--- src/rtl/countdown_timer.sv ---
// Millisecond countdown timer (hs:min:sec.ms) with load/start/pause control.
// Counts down once per CLKS_PER_MS clock cycles, then expires with a one-cycle done pulse.
module countdown_timer #(
  parameter int CLKS_PER_MS = 50000
) (
  input  logic       clk,
  input  logic       rst,
  input  logic       load,
  input  logic [9:0] load_ms,
  input  logic [5:0] load_sec,
  input  logic [5:0] load_min,
  input  logic [4:0] load_hs,
  input  logic       start,
  input  logic       pause,
  output logic [9:0] ms,
  output logic [5:0] sec,
  output logic [5:0] min,
  output logic [4:0] hs,
  output logic       running,
  output logic       done,
  output logic       expired
);

  typedef enum logic [1:0] {IDLE, RUN, PAUSED, EXPIRED} state_t;

  localparam int              PW        = $clog2(CLKS_PER_MS);
  localparam logic [PW-1:0]   PRESC_MAX = PW'(CLKS_PER_MS - 1);

  state_t        state;
  logic [PW-1:0] presc;

  logic [9:0] clamp_ms;
  logic [5:0] clamp_sec, clamp_min;
  logic [4:0] clamp_hs;
  logic [9:0] dec_ms;
  logic [5:0] dec_sec, dec_min;
  logic [4:0] dec_hs;
  logic       tick, final_tick, count_nonzero, load_ok;

  always_comb begin
    clamp_ms  = (load_ms  > 10'd999) ? 10'd999 : load_ms;
    clamp_sec = (load_sec > 6'd59)   ? 6'd59   : load_sec;
    clamp_min = (load_min > 6'd59)   ? 6'd59   : load_min;
    clamp_hs  = (load_hs  > 5'd23)   ? 5'd23   : load_hs;
  end

  // Borrow chain: ms -> sec -> min -> hs; only reached with a nonzero count.
  always_comb begin
    dec_ms  = ms;
    dec_sec = sec;
    dec_min = min;
    dec_hs  = hs;
    if (ms != 10'd0) begin
      dec_ms = ms - 10'd1;
    end else begin
      dec_ms = 10'd999;
      if (sec != 6'd0) begin
        dec_sec = sec - 6'd1;
      end else begin
        dec_sec = 6'd59;
        if (min != 6'd0) begin
          dec_min = min - 6'd1;
        end else begin
          dec_min = 6'd59;
          dec_hs  = hs - 5'd1;
        end
      end
    end
  end

  assign tick          = (presc == PRESC_MAX);
  assign final_tick    = tick && (ms == 10'd1) && (sec == 6'd0) && (min == 6'd0) && (hs == 5'd0);
  assign count_nonzero = (ms != 10'd0) || (sec != 6'd0) || (min != 6'd0) || (hs != 5'd0);
  assign load_ok       = load && (state != RUN);

  // NOTE: asynchronous reset in the sensitivity list so outputs clear without a clock;
  // all state uses non-blocking assignments so every register samples pre-edge values.
  always_ff @(posedge clk or posedge rst) begin
    if (rst) begin
      state   <= IDLE;
      presc   <= '0;
      ms      <= '0;
      sec     <= '0;
      min     <= '0;
      hs      <= '0;
      running <= 1'b0;
      done    <= 1'b0;
      expired <= 1'b0;
    end else begin
      done <= 1'b0;
      if (load_ok) begin
        ms      <= clamp_ms;
        sec     <= clamp_sec;
        min     <= clamp_min;
        hs      <= clamp_hs;
        presc   <= '0;
        state   <= IDLE;
        running <= 1'b0;
        expired <= 1'b0;
      end else begin
        case (state)
          IDLE, PAUSED: begin
            if (start && count_nonzero) begin
              state   <= RUN;
              presc   <= '0;
              running <= 1'b1;
            end
          end
          RUN: begin
            // The final tick outranks a coincident pause.
            if (final_tick) begin
              ms      <= '0;
              sec     <= '0;
              min     <= '0;
              hs      <= '0;
              presc   <= '0;
              state   <= EXPIRED;
              running <= 1'b0;
              expired <= 1'b1;
              done    <= 1'b1;
            end else if (pause) begin
              state   <= PAUSED;
              running <= 1'b0;
            end else if (tick) begin
              ms    <= dec_ms;
              sec   <= dec_sec;
              min   <= dec_min;
              hs    <= dec_hs;
              presc <= '0;
            end else begin
              presc <= presc + PW'(1);
            end
          end
          EXPIRED: begin
            running <= 1'b0;
            expired <= 1'b1;
          end
          default: state <= IDLE;
        endcase
      end
    end
  end

endmodule

--- config.mk ---
export PLATFORM = sky130hd
export DESIGN_NAME = countdown_timer
export DESIGN_NICKNAME = d
export VERILOG_FILES = /design/src/rtl/countdown_timer.sv
export SDC_FILE = /design/constraint.sdc
export NUM_CORES = 1
export LEC_CHECK = 0
export CAP_MARGIN = 20
export CORE_ASPECT_RATIO = 1.4
export CORE_MARGIN = 4
export CORE_UTILIZATION = 45
export CTS_BUF_LIST = sky130_fd_sc_hd__clkbuf_16
export CTS_CLUSTER_SIZE = 24
export DETAILED_ROUTE_END_ITERATION = 8
export GPL_TIMING_DRIVEN = 0
export PLACE_DENSITY_LB_ADDON = 0.08
export SKIP_LAST_GASP = 1
export SLEW_MARGIN = 20
export SYNTH_ARGS = -nofsm -noshare
export SYNTH_HDL_FRONTEND = slang
export SYNTH_SLANG_ARGS = --single-unit
--- constraint.sdc ---
create_clock -name clk -period 3.45 [get_ports clk]
set_input_delay 0.345 -clock clk [delete_from_list [all_inputs] [get_ports clk]]
set_output_delay 0.345 -clock clk [all_outputs]
set_load 0.01 [all_outputs]
==> results of run 1 <==
-- stage by stage --
step	worst slack (ns)	total power (W)	cells	hold slack [ns]
final	0.3951	0.002965	553	0.3959
after global routing	0.1134	0.003189	553	0.4545
after CTS	0.3911	0.002980	553	0.4178
after detailed placement	0.4362	0.002419	545	0.5086
after global placement	0.3988	0.002394	544	0.5059
after floorplan	0.9483	0.001781	391	0.4730
-- registers in the layout, summed over array words and instances (netlist names) --
register,cells
expired,1
done,1
state,2
presc,16
min,6
running,1
hs,5
ms,10
sec,6
-- critical path: cells and delay by family, from the launching register on --
| kind | cells | cell delay [ns] |
|---|---|---|
| AO/OA/AOI/OAI | 3 | 0.73 |
| adder cells (fa/ha/maj) | 1 | 0.18 |
| buffers and inverters | 3 | 0.67 |
| flip-flops | 1 | 0.45 |
| AND/OR/NAND/NOR | 3 | 0.88 |
-- power breakdown --
| group | total, W | internal (W) | switching (W) |
|---|---|---|---|
| Combinational | 0.00141 | 0.000659 | 0.000753 |
| Sequential | 0.00100 | 0.000748 | 0.000256 |
| Clock | 0.000549 | 0.000338 | 0.000210 |
-- synthesized netlist by cell type (5+ instances only) --
library cell	count	share of area, %
nor4_1	5	1.0
a211oi_1	6	1.4
nor3_1	16	2.6
nand2_1	43	5.2
a21oi_1	45	7.2
ha_1	9	3.6
o22ai_1	5	1.0
a31oi_1	8	1.6
nor2_1	36	4.3
o21ai_0	26	4.2
o21ai_1	17	2.7
nand3_1	22	3.5
clkbuf_1	9	1.1
inv_1	15	1.8
nand2b_1	5	1.0
or3_1	14	2.8
dfrtp_1	48	38
-- routing by layer --
| layer | vias to the layer above | wire, microns | global-route usage, % |
|---|---|---|---|
| met5 | - | 0 | 0 |
| met4 | 0 | 115 | 6.250 |
| met3 | 11 | 364 | 2.941 |
| met2 | 97 | 4877 | 40.64 |
| met1 | 1536 | 3774 | 27.78 |
| li1 | 1586 | - | - |
-- cell type report --
| type | count | area (sq um) |
|---|---|---|
| clock inverter | 3 | 38.79 |
| buffer | 12 | 55.05 |
| fill | 612 | 2658 |
| clock buffer | 5 | 125.1 |
| sequential | 48 | 1201 |
| multi-input combinational | 316 | 1821 |
| tap | 92 | 115.1 |
| inverter | 15 | 56.30 |
| timing repair buffer | 62 | 630.6 |
-- cell families (layout without fill, tap and decap cells) --
family	count (synthesis)	in the layout	synth area share (%)
compound gates	125	125	23.24
flops	48	48	38.34
mux	1	1	0.3195
xor+xnor	4	4	1.118
fa+ha+maj	9	9	3.594
buf+inv	27	97	3.554
simple gates	177	177	29.83
-- worst paths after layout --
kind / from / to / slack, ns / cells after the start
worst min-delay path: rst / hs[0] / 0.40 / 2
worst max-delay path: ms[0] / presc[15] / 0.40 / 10
worst max register to register: ms[0] / presc[15] / 0.40 / 10
min in group clk: presc[1] / presc[1] / 0.52 / 2
worst min register to register: presc[1] / presc[1] / 0.52 / 2
max in group asynchronous: rst / ms[8] / 2.54 / 3
==> flow_summary.toml, run 1 <==
[outcome]
status = "finished, final reports clean"

[timing]
setup_viol = 0
maxSlewViolCount = 0
tns_ns = 0
worst_pin_slew_ns = 0.8535
rsz0062_at_grt = "no"
period_needed_ns = 3.055
clock.fmax_mhz = 327.3
slew_headroom_pct = 42.57
fin_crit_sh_pct = 88.55
hold_viol = 0
fin_skew_ns = 0.006272

[die]
dieArea_sq_um = 8380
dieHeight_microns = 106.7
io_pins = 62
die_w_microns = 78.52
start_util_pct = 46.76
coreArea_sq_um = 6700
rows = 35

[yosys]
syn_inst = 391
ys_async_sr_fraction_pct = 100.0
synth_edf_count = 0
ys_seq_area_share_pct = 38.34
synth_seq_cells = 48
ys_warn_count = 0
synth.avg_cell_area_sq_um = 8.013
synthDistinctLibCells = 53
syn_nets = 432
synth_flop_cell = "dfrtp_1"
syn_area_sq_um = 3133

[clock_network]
clk_latency_ns = 0.29
cts.clk_slew.worst_paths_ns = 0.06
clk_path_buf_depth = 2
cts-root-buf = "clkbuf_16"
cts_setup_buffers = 0
cts_buffers = 5
cts_tree = "built"
holdBufCountCts = 0
clkSinkCount = 48
htreeDepth = 2
cts_resized = 0

[layout]
nNetsFinal = 501
final_core_util_pct = 60.34
final_common_cell = "clkdlybuf4s50_1"
drive_gt1_share_pct = 5.423
fin_area_sq_um = 4043
area_growth_pct = 29.03
antenna_cells = 0
final_cell_mix = "clkdlybuf4s50_1 (61), dfrtp_1 (48), a21oi_1 (45)"

[pwr]
power.leakage_nw = 1.588
powerDensity_nw_per_um2 = 733.5
vdd_drop_max_v = 0.0004545

[drt]
drtPass1Iterations = 4
num_vias = 3230
wl_per_cell_microns = 16.51
routed_via_density = 5.841
wirelength_microns = 9132
drt_iter0_drc = 152
ant_nets = 0
route.detailed.drc = 0

[global_routing]
grt_overflow_total = 0
grt_max_degree = 30
first_global_vias = 3136
antenna_found_initial = 0
grt_first_pass_wirelength_microns = 15200
track_usage_pct = 22.52

[place]
dp_hpwl_microns = 6985
place_congestion = 0.8697
portBuffers = 61
placed_cell_area_sq_um = 3879

[setup_path]
worstSetupPathType = "flip-flop to flip-flop"
cpPeakStageDelay_ns = 0.49
crit_required_ns = 3.59
worst_ep_arrival_time_ns = 3.20
crit_path_start_kind = "flip-flop"
worstPathMaxFanout = 10
path_cells = "inv_1, ha_1, or3b_1, clkbuf_1, nor3_1, a21oi_1, o22ai_1, clkbuf_1, or3_1, a21oi_1"
cp_slowest_cell = "o22ai_1"
end_kind = "flip-flop"

[min_path]
min_path_type = "input port to asynchronous set/reset pin"

[job]
cap_viol_max_count = 0
Note: power is estimated with default switching activity, not from simulation.
==> inputs of run 2 (changes only) <==
--- a/config.mk
+++ b/config.mk
@@ -12,7 +12,6 @@
 export CTS_BUF_LIST = sky130_fd_sc_hd__clkbuf_16
 export CTS_CLUSTER_SIZE = 24
 export DETAILED_ROUTE_END_ITERATION = 8
-export GPL_TIMING_DRIVEN = 0
 export PLACE_DENSITY_LB_ADDON = 0.08
 export SKIP_LAST_GASP = 1
 export SLEW_MARGIN = 20
==> run 2 against run 1 <==
Clock skew down 0.0030 ns. Critical path depth down 2. Via count up 0.43%. Worst hold slack better by 0.13 ns. Largest cell class unchanged.
==> flow_summary.toml, run 2 (synthesized netlist as in run 1, its figures left out) <==
[layout]
largest_reg_flops = 16
multiInputGateArea_sq_um = 1821
regMostFlops = "presc"
ff_latch_area_sq_um = 1201
final_common_cell = "clkdlybuf4s50_1"
fillers = 604
antenna_cells = 0
nNetsFinal = 493
area_growth_pct = 28.00
reg.largest.list = "presc: 16 flops, ms: 10 flops"
drive_gt1_share_pct = 5.740
final_cell_mix = "clkdlybuf4s50_1 (61), dfrtp_1 (48), a21oi_1 (45)"
final_core_util_pct = 59.85

[global_routing]
grt_max_degree = 49
grt_overflow_total = 0
antenna_found_initial = 0
first_global_vias = 3245
track_usage_pct = 22.85
grt_first_pass_wirelength_microns = 15370

[clock_network]
clk_path_buf_depth = 2
clk_latency_ns = 0.29
holdBufCountCts = 0
cts_setup_buffers = 0
cts-root-buf = "clkbuf_16"
cts_tree = "built"
htreeDepth = 2
clkSinkCount = 48
cts.clk_slew.worst_paths_ns = 0.07
cts_resized = 0
cts_buffers = 5

[pwr]
power_w = 0.002992
p_comb_share_pct = 47.4
seq_power_share_pct = 33.7
netSwitchingFraction_pct = 41.57
powerDensity_nw_per_um2 = 746.1
p_clk_share_pct = 18.8
power.leakage_nw = 1.572
p_int_w = 0.001748
p_sw_w = 0.001244
vdd_drop_max_v = 0.0004122

[setup_path]
cp_slowest_cell = "nor4_1"
worst_ep_arrival_time_ns = 3.01
worstPathMaxFanout = 8
worstSetupPathType = "flip-flop to flip-flop"
path_cells = "inv_1, ha_1, or3b_1, nor4_1, a21o_2, nand2_2, or4_1, a31oi_1"
end_kind = "flip-flop"
crit_buf_inv = 1
cpPeakStageDelay_ns = 0.49
crit_required_ns = 3.67
crit_path_start_kind = "flip-flop"
path_delay_family = "simple AND/OR/NAND/NOR gates"

[timing]
rsz0062_at_grt = "no"
fin_crit_sh_pct = 80.82
worst_pin_slew_ns = 0.8589
clock.fmax_mhz = 358.6
setup_viol = 0
hold_viol = 0
period_needed_ns = 2.788
maxSlewViolCount = 0
fin_skew_ns = 0.003241
slew_headroom_pct = 42.68
setup_ws_ns = 0.6616
tns_ns = 0

[die]
dieHeight_microns = 106.7
io_pins = 62
start_util_pct = 46.76
die_w_microns = 78.52
dieArea_sq_um = 8380
coreArea_sq_um = 6700
rows = 35

[drt]
wl_per_cell_microns = 17.02
num_vias = 3244
wirelength_microns = 9275
drt_iter0_drc = 187
routed_via_density = 5.952
ant_nets = 0
drtPass1Iterations = 5
route.detailed.drc = 0

[place]
place_congestion = 0.9096
dp_slack_ns = 0.6778
dp_hpwl_microns = 6854
portBuffers = 61

[min_path]
min_path_type = "flip-flop to flip-flop"

[job]
cap_viol_max_count = 0

[outcome]
status = "finished, final reports clean"
==> run 2: tightest hold or removal path, cell delays in order (launching register included) <==
cell and delay, ns:
dfrtp_1 0.38, inv_1 0.05, a21oi_1 0.05
==> run 2: final timing paths <==
path	startpoint	cells past startpoint	endpoint	slack, ns
worst max-delay path	ms[0]	8	hs[4]	0.66
worst min-delay path	expired	2	expired	0.52
worst max register to register	ms[0]	8	hs[4]	0.66
worst min register to register	expired	2	expired	0.52
max in group asynchronous	rst	2	presc[10]	2.42
min in group asynchronous	rst	2	hs[1]	0.53
==> run 2: area by class of cell <==
type	instances	area share [%]
inverter	15	1.435
tap	92	2.871
multi-input combinational	316	45.40
sequential	48	29.95
clock inverter	3	1.061
timing repair buffer	66	16.16
clock buffer	5	3.120
==> run 2: layer usage <==
layer	wire, microns	up-vias	global-route usage [%]
li1	-	1571	-
met5	0	-	0
met4	203	0	7.250
met3	419	19	3.025
met1	3801	1547	28.72
met2	4851	107	40.22
==> run 2: stage by stage <==
stage / hold slack [ns] / cells / instance area (sq um)
3_3_place_gp: 0.5050 / 537 / 3841
3_5_place_dp: 0.5121 / 537 / 3841
5_1_grt: 0.5400 / 545 / 4010
2_1_floorplan: 0.4730 / 391 / 3133
4_1_cts: 0.5239 / 545 / 4009
6_report: 0.5233 / 545 / 4010
==> run 2: power by group through the flow <==
stage | clock [W] | combinational, W | sequential, W
after floorplan | 0 | 0.000756 | 0.00103
after global placement | 0 | 0.00140 | 0.00101
after detailed placement | 0 | 0.00141 | 0.00101
after CTS | 0.000574 | 0.00142 | 0.00100
after global routing | 0.000596 | 0.00159 | 0.00104
final | 0.000564 | 0.00142 | 0.00101
==> inputs of run 3 (changes only) <==
==> constraint.sdc (replaced) <==
create_clock -name clk -period 2.6 [get_ports clk]
set_input_delay 0.26 -clock clk [delete_from_list [all_inputs] [get_ports clk]]
set_output_delay 0.26 -clock clk [all_outputs]
set_load 0.01 [all_outputs]
==> run 3 against run 2 <==
Core utilization up 3.4 points. Clock skew up 0.0034 ns. Die area unchanged. Worst setup slack worse by 0.53 ns. Via count up 3.0%. First-iteration DRC count down 2.7%. Worst hold slack worse by 0.19 ns. Final cell count up 5.0%. Wire length up 1.2%. Global-route usage about the same. Critical path type unchanged. Critical endpoint is now ms[3]. Largest power group unchanged.
==> flow_summary.toml, run 3 (synthesized netlist as in run 1, its figures left out) <==
[setup_path]
path_cells = "ha_1, nand4b_1, or4_4, nor3_2, nor2_1, a32oi_1, o21ai_1"
startpoint = "presc[0]"
r2r_end = "ms[3]"
r2r-start = "presc[0]"
crit_path_end = "ms[3]"
crit_path_start_kind = "flip-flop"
crit_buf_inv = 0
path_delay_family = "simple AND/OR/NAND/NOR gates"
regToRegSetupSlack_ns = 0.13
worstPathMaxFanout = 7
cp_slowest_cell = "or4_4"
path_depth = 7
ff2ff_path_depth = 7
end_kind = "flip-flop"
cpPeakStageDelay_ns = 0.67
worstSetupPathType = "flip-flop to flip-flop"
worst_ep_arrival_time_ns = 2.62
crit_required_ns = 2.75

[die]
die_w_microns = 78.52
start_util_pct = 46.76
io_pins = 62
coreArea_sq_um = 6700
dieArea_sq_um = 8380
rows = 35
dieHeight_microns = 106.7

[timing]
fin_crit_sh_pct = 94.82
hold_viol = 0
clock.fmax_mhz = 405.6
setup_viol = 0
worst_pin_slew_ns = 0.6719
period_needed_ns = 2.465
maxSlewViolCount = 0
slew_headroom_pct = 55.21
fin_skew_ns = 0.006601
rsz0062_at_grt = "yes"

[job]
cap_viol_max_count = 0

[pwr]
p_int_w = 0.002333
vdd_drop_max_v = 0.0005936
p_comb_share_pct = 51.1
powerDensity_nw_per_um2 = 945.9
power_w = 0.004008
p_clk_share_pct = 15.9
p_sw_w = 0.001674
power.leakage_nw = 1.700
netSwitchingFraction_pct = 41.78
seq_power_share_pct = 33.0

[place]
place_congestion = 0.8984
portBuffers = 61
placed_cell_area_sq_um = 4019
dp_hpwl_microns = 7099

[drt]
wl_per_cell_microns = 16.41
route.detailed.drc = 0
ant_nets = 0
drtPass1Iterations = 4
routed_via_density = 5.839
wirelength_microns = 9386
drt_iter0_drc = 182
num_vias = 3340

[layout]
regMostFlops = "presc"
largest_reg_flops = 16
nNetsFinal = 520
area_growth_pct = 35.22
final_cell_mix = "clkdlybuf4s50_1 (61), dfrtp_1 (48), a21oi_1 (45)"
drive_gt1_share_pct = 11.46
fin_area_sq_um = 4237
final_common_cell = "clkdlybuf4s50_1"
reg.largest.list = "presc: 16 flops, ms: 10 flops"
antenna_cells = 0

[global_routing]
grt_first_pass_wirelength_microns = 15440
grt_max_degree = 29
grt_overflow_total = 0
antenna_found_initial = 0
first_global_vias = 3247
track_usage_pct = 22.86

[clock_network]
cts_tree = "built"
cts.clk_slew.worst_paths_ns = 0.07
clk_latency_ns = 0.29
htreeDepth = 2
clk_path_buf_depth = 2
cts-root-buf = "clkbuf_16"
cts_buffers = 5
clkSinkCount = 48

[min_path]
min_path_type = "input port to asynchronous set/reset pin"

[outcome]
status = "finished, final reports clean"
## run 3: changes by cell type in the layout (fill, tap and decap cells not counted), sizes merged
cell      delta
bufinv       -1
inv          +2
buf         +27
clkinv       -2
clkinvlp     +1
## run 3: routing by layer
layer | global-route usage, % | wire, microns | vias to the layer above
met4 | 8.000 | 159 | 0
met3 | 2.857 | 338 | 17
li1 | - | - | 1625
met2 | 41.37 | 4939 | 97
met5 | 0 | 0 | -
met1 | 27.48 | 3948 | 1601
## run 3: how the worst min path moves through the flow
stage | from | end | slack, ns
after floorplan | pause | state[1] | 0.39
after global placement | presc[1] | presc[1] | 0.50
after detailed placement | presc[1] | presc[1] | 0.50
after CTS | rst | hs[1] | 0.35
after global routing | rst | hs[1] | 0.39
final | rst | sec[5] | 0.33
## run 3: power by group through the flow
| stage | Combinational [W] | Clock [W] | Sequential (W) |
|---|---|---|---|
| after global placement | 0.00199 | 0 | 0.00132 |
| after detailed placement | 0.00201 | 0 | 0.00132 |
| final | 0.00205 | 0.000636 | 0.00132 |
| after floorplan | 0.00100 | 0 | 0.00136 |
| after global routing | 0.00226 | 0.000674 | 0.00137 |
| after CTS | 0.00203 | 0.000642 | 0.00131 |
## run 3: layout make-up
| type | instances | area (sq um) |
|---|---|---|
| Fill cell | 586 | 2464 |
| Multi-Input combinational cell | 316 | 1853 |
| Sequential cell | 48 | 1201 |
| Timing Repair Buffer | 93 | 870.8 |
| Clock buffer | 5 | 125.1 |
| Tap cell | 92 | 115.1 |
| Inverter | 15 | 56.30 |
| Clock inverter | 3 | 15.01 |
## run 3: through the flow
stage          instances  setup WS (ns)   TNS, ns  util (%)  hold slack, ns
3_3_place_gp         559         0.1376         0     59.98          0.4995
5_1_grt              572       -0.03627  -0.05291     63.23          0.3888
2_1_floorplan        391        0.09832         0         -          0.3880
3_5_place_dp         559        0.08476         0     59.98          0.5023
6_report             572         0.1346         0     63.23          0.3319
4_1_cts              567        0.08274         0     62.07          0.3524
## run 3: what timing repair did
action                                  in CTS  in global routing
gates resized for setup                      0                  7
endpoints found under the setup margin       0                 30
hold buffers                                 0                  0
buffers inserted                             0                  5
